[config.mk]
export PLATFORM = sky130hd
export DESIGN_NAME = control_sequencer
export DESIGN_NICKNAME = d
export VERILOG_FILES = /design/src/rtl/control_sequencer.sv
export SDC_FILE = /design/constraint.sdc
export NUM_CORES = 1
export LEC_CHECK = 0
export CAP_MARGIN = 10
export CORE_MARGIN = 8
export CORE_UTILIZATION = 35
export CTS_CLUSTER_SIZE = 10
export DETAILED_ROUTE_END_ITERATION = 8
export PLACE_DENSITY = 0.63
export SLEW_MARGIN = 40
export SYNTH_ARGS = -nofsm -noshare
export SYNTH_HDL_FRONTEND = slang
export SYNTH_SLANG_ARGS = --single-unit
[constraint.sdc]
create_clock -name clk -period 2.52 [get_ports clk]
set_clock_uncertainty 0.15 [all_clocks]
set_input_delay 0.504 -clock clk [delete_from_list [all_inputs] [get_ports clk]]
set_output_delay 0.504 -clock clk [all_outputs]
set_load 0.005 [all_outputs]
[src/rtl/control_sequencer.sv]
// control_sequencer: multi-cycle fetch/decode/execute sequencer for the 8-bit
// processor. Owns PC, IR and OPR, steps the memory port through each
// instruction class reported by the external decoder, and handles wait-states,
// halt/resume, memory timeout and illegal-instruction faults.
module control_sequencer #(
  parameter int PC_WIDTH = 4,
  parameter int RESET_PC = 0,
  parameter int TIMEOUT  = 15
) (
  input  logic                clk,
  input  logic                rst,
  input  logic                run,
  output logic                mem_req,
  output logic                mem_we,
  output logic [PC_WIDTH-1:0] mem_addr,
  input  logic                mem_ready,
  input  logic [7:0]          mem_rdata,
  output logic [7:0]          opcode,
  output logic [7:0]          operand,
  input  logic [1:0]          dec_kind,
  input  logic                dec_two_byte,
  input  logic                dec_halt,
  input  logic [3:0]          dec_dest_flag,
  output logic [3:0]          reg_we,
  output logic                wb_src,
  output logic [7:0]          ld_data,
  output logic [PC_WIDTH-1:0] pc,
  output logic                busy,
  output logic                halted,
  output logic                fault,
  output logic [1:0]          fault_code
);

  typedef enum logic [2:0] {
    S_IDLE, S_FETCH, S_DECODE, S_OPERAND, S_MEM, S_WB, S_HALT, S_FAULT
  } state_t;

  localparam logic [1:0] K_ALU   = 2'b00;
  localparam logic [1:0] K_LOAD  = 2'b01;
  localparam logic [1:0] K_STORE = 2'b10;
  localparam logic [1:0] K_JUMP  = 2'b11;

  localparam logic [1:0] FC_TIMEOUT = 2'b01;
  localparam logic [1:0] FC_ILLEGAL = 2'b10;

  // Counter must hold TIMEOUT-1; TIMEOUT >= 1 keeps CW >= 1.
  localparam int CW = (TIMEOUT < 2) ? 1 : $clog2(TIMEOUT);
  localparam logic [CW-1:0] WAIT_LAST = CW'(TIMEOUT - 1);
  localparam logic [PC_WIDTH-1:0] PC_INIT = PC_WIDTH'(RESET_PC);
  localparam logic [PC_WIDTH-1:0] PC_ONE  = PC_WIDTH'(1);

  state_t          state, nxt;
  logic [7:0]      ir, opr;
  logic            run_q;
  logic [CW-1:0]   wait_cnt;
  logic            run_rise;
  logic            in_mem;
  logic            timeout;
  logic [1:0]      nxt_code;

  assign run_rise = run & ~run_q;
  assign in_mem   = (state == S_FETCH) || (state == S_OPERAND) || (state == S_MEM);
  // The TIMEOUT-th consecutive wait cycle is ending without a ready.
  assign timeout  = in_mem && !mem_ready && (wait_cnt == WAIT_LAST);

  assign opcode   = ir;
  assign operand  = opr;
  // Only the data access uses the operand as an address; everything else is PC.
  assign mem_addr = (state == S_MEM) ? opr[PC_WIDTH-1:0] : pc;

  // Next-state selection; outputs below are registered from nxt so they are
  // glitch-free and line up with the state they belong to.
  always_comb begin
    nxt      = state;
    nxt_code = fault_code;
    case (state)
      S_IDLE:   if (run_rise) nxt = S_FETCH;
      S_FETCH: begin
        if (mem_ready)    nxt = S_DECODE;
        else if (timeout) begin nxt = S_FAULT; nxt_code = FC_TIMEOUT; end
      end
      S_DECODE: begin
        if (dec_halt)                                  nxt = S_HALT;
        else if (dec_kind != K_ALU && !dec_two_byte) begin
          nxt = S_FAULT; nxt_code = FC_ILLEGAL;
        end
        else if (dec_two_byte)                         nxt = S_OPERAND;
        else                                           nxt = S_WB;
      end
      S_OPERAND: begin
        if (mem_ready) begin
          case (dec_kind)
            K_ALU:   nxt = S_WB;
            K_JUMP:  nxt = S_FETCH;
            default: nxt = S_MEM;
          endcase
        end
        else if (timeout) begin nxt = S_FAULT; nxt_code = FC_TIMEOUT; end
      end
      S_MEM: begin
        if (mem_ready)    nxt = (dec_kind == K_LOAD) ? S_WB : S_FETCH;
        else if (timeout) begin nxt = S_FAULT; nxt_code = FC_TIMEOUT; end
      end
      S_WB:     nxt = S_FETCH;
      S_HALT:   if (run_rise) nxt = S_FETCH;
      S_FAULT:  nxt = S_FAULT;
      default:  nxt = S_IDLE;
    endcase
  end

  // Sequencer state, architectural registers and registered control outputs.
  always_ff @(posedge clk or posedge rst) begin
    if (rst) begin
      state      <= S_IDLE;
      pc         <= PC_INIT;
      ir         <= '0;
      opr        <= '0;
      ld_data    <= '0;
      run_q      <= 1'b0;
      wait_cnt   <= '0;
      mem_req    <= 1'b0;
      mem_we     <= 1'b0;
      reg_we     <= '0;
      wb_src     <= 1'b0;
      busy       <= 1'b0;
      halted     <= 1'b0;
      fault      <= 1'b0;
      fault_code <= '0;
    end else begin
      state      <= nxt;
      run_q      <= run;
      fault_code <= nxt_code;

      // Wait counter: zero outside memory states (so every entry starts at 0)
      // and on each completed access; counts only unanswered request cycles.
      if (!in_mem || mem_ready) wait_cnt <= '0;
      else                      wait_cnt <= wait_cnt + CW'(1);

      case (state)
        S_FETCH: if (mem_ready) begin
          ir <= mem_rdata;
          pc <= pc + PC_ONE;
        end
        S_OPERAND: if (mem_ready) begin
          opr <= mem_rdata;
          pc  <= (dec_kind == K_JUMP) ? mem_rdata[PC_WIDTH-1:0] : pc + PC_ONE;
        end
        S_MEM: if (mem_ready && dec_kind == K_LOAD) ld_data <= mem_rdata;
        default: ;
      endcase

      mem_req <= (nxt == S_FETCH) || (nxt == S_OPERAND) || (nxt == S_MEM);
      mem_we  <= (nxt == S_MEM) && (dec_kind == K_STORE);
      reg_we  <= (nxt == S_WB) ? dec_dest_flag : 4'b0000;
      wb_src  <= (nxt == S_WB) && (dec_kind == K_LOAD);
      busy    <= !((nxt == S_IDLE) || (nxt == S_HALT) || (nxt == S_FAULT));
      halted  <= (nxt == S_HALT);
      fault   <= (nxt == S_FAULT);
    end
  end

endmodule

==> reports/metrics.yaml <==
outcome:
  status: "finished, final reports clean"
worst_setup_path:
  critical_path_class: "reg2out"
  worstPathMaxFanout: 5
  path_cells: "nor3b_4 -> buf_12 -> buf_4 -> mux2_2 -> dlygate4sd2_1"
  ff2ff_path_depth: 4
  crit_required_ps: 1870
  start_kind: "register"
  critPathCaptureType: "output pin"
  critPathMaxStageDelay_ps: 410
  crit_slowest_cell: "dfrtp_1"
  cp.arrival_ps: 1780
worst_hold_path:
  hp-class: "reg2reg"
  min_path_cells: 2
final_layout:
  area.growth.synth_to_final_pct: 45.02
  final_cell_area_um2: 3208
  fin_nets: 284
  final_util: 0.5140
  final.fill_count: 568
  diodes: 0
  drive_above_1_share: 0.2519
  final_cells: 335
logic_synthesis:
  synth-seq-cells: 48
  synth_cells: 174
  synth_edf_count: 0
  yosys.area.top_type_share: 0.5430
  netlist_area_um2: 2212
  yosys_warnings: 0
  yosys-top-cells-area: "dfrtp_1 54%, mux2_2 13%, ha_1 4.0%, o2111ai_4 2.4%, nor2_1 2.2%"
  synth_top_cell_by_area: "dfrtp_1"
  synthesis.nets: 201
  ys.flop_type: "dfrtp_1"
  synthArstFlopShare: 1.000
  yosys.cell_types.count: 42
  synth.avg_cell_area_um2: 12.71
  synth_seq_area_share: 0.5430
clock_network:
  clk_path_buf_depth: 2
  clock_latency_ps: 300
  path_clk_slew_ps: 90
  numCtsBuffers: 5
  htree_levels: 2
  cts_tree: "yes"
  cts-root-buf: "clkbuf_8"
  cts_sinks: 48
sta:
  relSlewSlack: 0.6673
  setup_ws_ps: 87.53
  period_minus_slack_ps: 2432
  max_freq_ghz: 0.4111
  finalHoldViolCount: 0
  grt_setup_unrepaired: "no"
  final-setup-viol-count: 0
  fin_crit_sh: 0.9653
  slew_violations: 0
  tightest_slew_ps: 498.4
routing:
  drtPass1Iterations: 4
  ant_nets: 0
  drc: 0
  totalWireLength_um: 5026
  vias_per_cell: 4.755
  vias: 1593
  drt-initial-drc-count: 96
  post_drt_wl_per_cell_um: 15.00
floorplan:
  dieArea_um2: 9120
  core_area_um2: 6241
  die_h_um: 95.50
  ios: 64
  rows: 29
  start_util: 0.3545
  die_x_um: 95.50
power:
  p_per_area_nw_per_um2: 1129
  p_total_mw: 3.622
  vdd_drop_max_mv: 0.4859
  leakagePower_nw: 1.423
global_route:
  grt_overflow: 0
  grt_max_degree: 27
  grt_pass1_vias: 1603
  grt_use_total: 0.1163
  grt_pass1_wl_um: 8190
  antenna_found_initial: 0
placement:
  dp_hpwl_um: 3795
  placed_area_um2: 3034
  port_buffers: 63
  gp_congestion: 0.7272
  dp_slack_ps: -141.6
  dp.cells: 324
flow_run:
  maxCapViolations: 0
cells in the mapped netlist (2+ instances only):
cell type,number
a31oi_1,3
mux2_2,26
nor2_1,13
nor4_1,2
a311oi_1,2
nand3_1,5
a21o_1,3
o2111ai_4,2
dfrtp_1,48
and2_1,5
ha_1,7
buf_2,3
a21oi_1,2
nand2_1,7
mux2i_1,3
o22a_1,2
nor3b_4,2
o21ai_0,3
o22ai_1,2
inv_1,12
cells in the final DEF, fill, tap and decap left out, types with 2 or more instances in the layout:
cell type        instances
clkdlybuf4s50_1         60
dfrtp_1                 48
mux2_2                  26
buf_4                   17
nor2_1                  13
inv_1                   11
nand2_1                  7
ha_1                     7
nand3_1                  5
and2_1                   5
clkbuf_8                 5
a31oi_1                  3
a21o_1                   3
o21ai_0                  3
mux2i_1                  3
dlygate4sd2_1            3
a21oi_1                  2
o22a_1                   2
nor3b_4                  2
o2111ai_4                2
a311oi_1                 2
nor4_1                   2
o22ai_1                  2
bufinv_16                2
buf_12                   2
routing by layer:
layer,up-vias,wire (um),track usage
li1,781,-,-
met1,758,2223,0.1508
met2,47,2251,0.1738
met3,7,488,0.04724
met4,0,62,0.03457
met5,-,0,0
sequential cells by signal, summed over array words and instances (netlist names), 2 cells and up:
name / count
ld_data: 8
fault_code: 2
operand: 8
state: 3
wait_cnt: 4
opcode: 8
reg_we: 4
pc: 4
cells by family (layout without fill, tap and decap cells):
group,after synthesis,in the layout,share of synthesized area
multiplexers,29,29,0.1459
adder cells (fa/ha/maj),7,7,0.03959
AO/OA/AOI/OAI,26,26,0.1075
buffers and inverters,18,102,0.03733
AND/OR/NAND/NOR,44,44,0.1188
flip-flops,48,48,0.5430
XOR/XNOR,2,2,0.007920
worst paths after layout:
check                         endpoint      start  slack (ps)
min reg2reg                  opcode[2]  opcode[2]         340
max reg2reg                 operand[4]   state[0]         330
min in group asynchronous   ld_data[4]        rst         390
max                        mem_addr[1]   state[1]          90
max in group asynchronous        pc[1]        rst        1330
min                          opcode[2]  opcode[2]         340
per-stage QoR:
| stage | TNS, ps | hold WS, ps |
|---|---|---|
| final | 0 | 336.3 |
| after global routing | 0 | 375.7 |
| after CTS | 0 | 339.2 |
| after detailed placement | -776.4 | 317.0 |
| after global placement | -305.3 | 309.3 |
| after floorplan | 0 | 303.6 |
report_power, final:
part	internal [mW]	total (mW)	switching [mW]
logic	1.06	1.72	0.654
registers	1.07	1.25	0.176
clock network	0.399	0.660	0.261
total	2.53	3.62	1.09
critical path, delay by kind of cell, from the launching register on:
family	cells	cell delay, ps
multiplexers	1	320
flip-flops	1	410
buffers and inverters	3	520
AND/OR/NAND/NOR	1	230
layout make-up:
class,count,area [um^2],share of cell area
flip-flops and latches,48,1201,0.3744
clock buffers,5,68.82,0.02145
multi-input cells,108,933.4,0.2910
repair buffers,82,794.5,0.2477
clock inverters,3,68.82,0.02145
inverters,12,45.04,0.01404
well taps,77,96.34,0.03003
timing repair:
item | 4_1_cts | 5_1_grt
gates resized for setup | 3 | 1
hold buffers | 0 | 0
hold endpoints to repair | 0 | 0
setup buffers | 3 | 0
pin swaps | 1 | 0
setup endpoints to repair | 3 | 1
Power figures use the tool's default switching activity.
==> RTL edit, RTL diff (same settings) <==
Change the parameter `TIMEOUT` from 15 to 17.
--- a/src/rtl/control_sequencer.sv
+++ b/src/rtl/control_sequencer.sv
@@ -5,7 +5,7 @@
 module control_sequencer #(
   parameter int PC_WIDTH = 4,
   parameter int RESET_PC = 0,
-  parameter int TIMEOUT  = 15
+  parameter int TIMEOUT  = 17
 ) (
   input  logic                clk,
   input  logic                rst,
Behaviour: same outputs for any inputs over 10 cycles, from zero or initial values and one cycle with rst high; that may be too few to reach the edited logic, so the function may still have changed.
==> RTL edit against the unedited design <==
- sequential cell count grew 1
- via count grew 9.5%
- critical endpoint is now mem_addr[0]
- clock power shrank 24%
- synthesized area grew 5.4%
- setup slack gained 22 ps
- power shrank 1.8%
- design area grew 3.7%
- wire length grew 10%
==> RTL edit: results (changes against the unedited design) <==
post_route_cells_drive_above_1_share_pct: 25.1  # -0.11 points
place_hpwl_um: 4240  # +12%
yosys.cell_types.count: 43  # +2.4%
slowest_delay_ps: 420
dp.cells: 349  # +7.7%
syn_area_per_cell_um2: 11.9  # -6.4%
syn-num-nets: 223  # +11%
vias_per_cell: 4.84  # +1.9%
drt-pass1-iter-count: 4  # unchanged
async_reset_ff_share_pct: 100  # unchanged
ys_top_cells_by_count: "49 x dfrtp_1, 26 x mux2_2, 16 x inv_1"
hold_viol: 0  # unchanged
outcome: "finished clean"
clk_latency_ps: 320  # +20 ps
cp-startpoint: "state[1]"
tightest_slew_ps: 489  # -9.88 ps
grt_pass1_wl_um: 9180  # +12%
p_leak_nw: 1.50  # +5.2%
yosys-mux-area-fraction_pct: 13.8  # -0.75 points
routed_wl_um: 5550  # +10%
num-fill-cells: 567  # -0.18%
ir_drop_mv: 0.476  # -2.1%
vias: 1744  # +9.5%
synth-compound-area-share_pct: 9.28  # -1.5 points
nNetsFinal: 309  # +8.8%
grt_max_degree: 23  # -15%
path_max_fanout: 4  # -1
ys_seq_area_share_pct: 52.6  # -1.7 points
cts.clk_slew.worst_paths_ps: 110  # +20 ps
track_usage_pct: 11.8  # +0.20 points
synth_area_leaders: "dfrtp_1 53%, mux2_2 13%, ha_1 3.8%, inv_1 2.6%, nand2_1 2.1%"
globalplace.congestion: 0.813  # +12%
drt_iter0_drc: 67  # -30%
grt_pass1_vias: 1801  # +12%
yosys.area_share.adder_pct: 3.76  # -0.20 points
synthXorXnorAreaFrac_pct: 1.13  # +0.33 points
antenna_cells: 0  # unchanged
==> RTL edit: worst paths after layout <==
path,endpoint,slack (ps),depth (start not counted)
worst max register to register,reg_we[1],450,6
min in group asynchronous,operand[0],370,2
worst max-delay path,mem_addr[0],110,5
worst min register to register,fault_code[1],340,2
max in group asynchronous,fault,1340,3
worst min-delay path,fault_code[1],340,2
==> RTL edit: repair_timing <==
action / 4_1_cts / 5_1_grt
pin swaps: 1 / 1
buffers inserted: 2 / 1
setup endpoints to repair: 3 / 7
resized for setup: 1 / 7
==> RTL edit: cells by family after synthesis <==
logic type,after synthesis
xor gates and xnor gates,3
buffers and inverters,22
adders and majority gates,7
AOI/OAI and AO/OA,29
muxes,29
DFF,49
and+or+nand+nor,57
==> RTL edit: per-layer routing <==
layer	share of wire, %	up-vias	track usage (%)
met5	0	-	0
met4	1.3	0	4.20
met3	5.2	6	3.77
met2	50	39	19.6
met1	43	848	13.9
li1	-	851	-
==> RTL edit: metrics by stage <==
stage                     setup slack, ps  instance area (um2)
after floorplan                       582                 2330
after global placement              -78.3                 3190
after detailed placement             -166                 3190
after CTS                           -13.2                 3300
after global routing                 36.4                 3330
final                                 109                 3330
==> RTL edit: final cells by class <==
cell class | count | area share (%)
Tap cell | 77 | 2.89
Clock buffer | 5 | 2.07
Timing Repair Buffer | 85 | 25.1
Inverter | 16 | 1.80
Multi-Input combinational cell | 125 | 30.5
Sequential cell | 49 | 36.8
Clock inverter | 3 | 0.865
==> RTL edit: power by group through the flow <==
stage	Clock, W	Combinational [W]	Sequential [W]
finish	0.000502	0.00178	0.00128
global route	0.000553	0.00194	0.00133
CTS	0.000520	0.00180	0.00128
detailed placement	0	0.00179	0.00129
global placement	0	0.00177	0.00129
floorplan	0	0.000870	0.00130
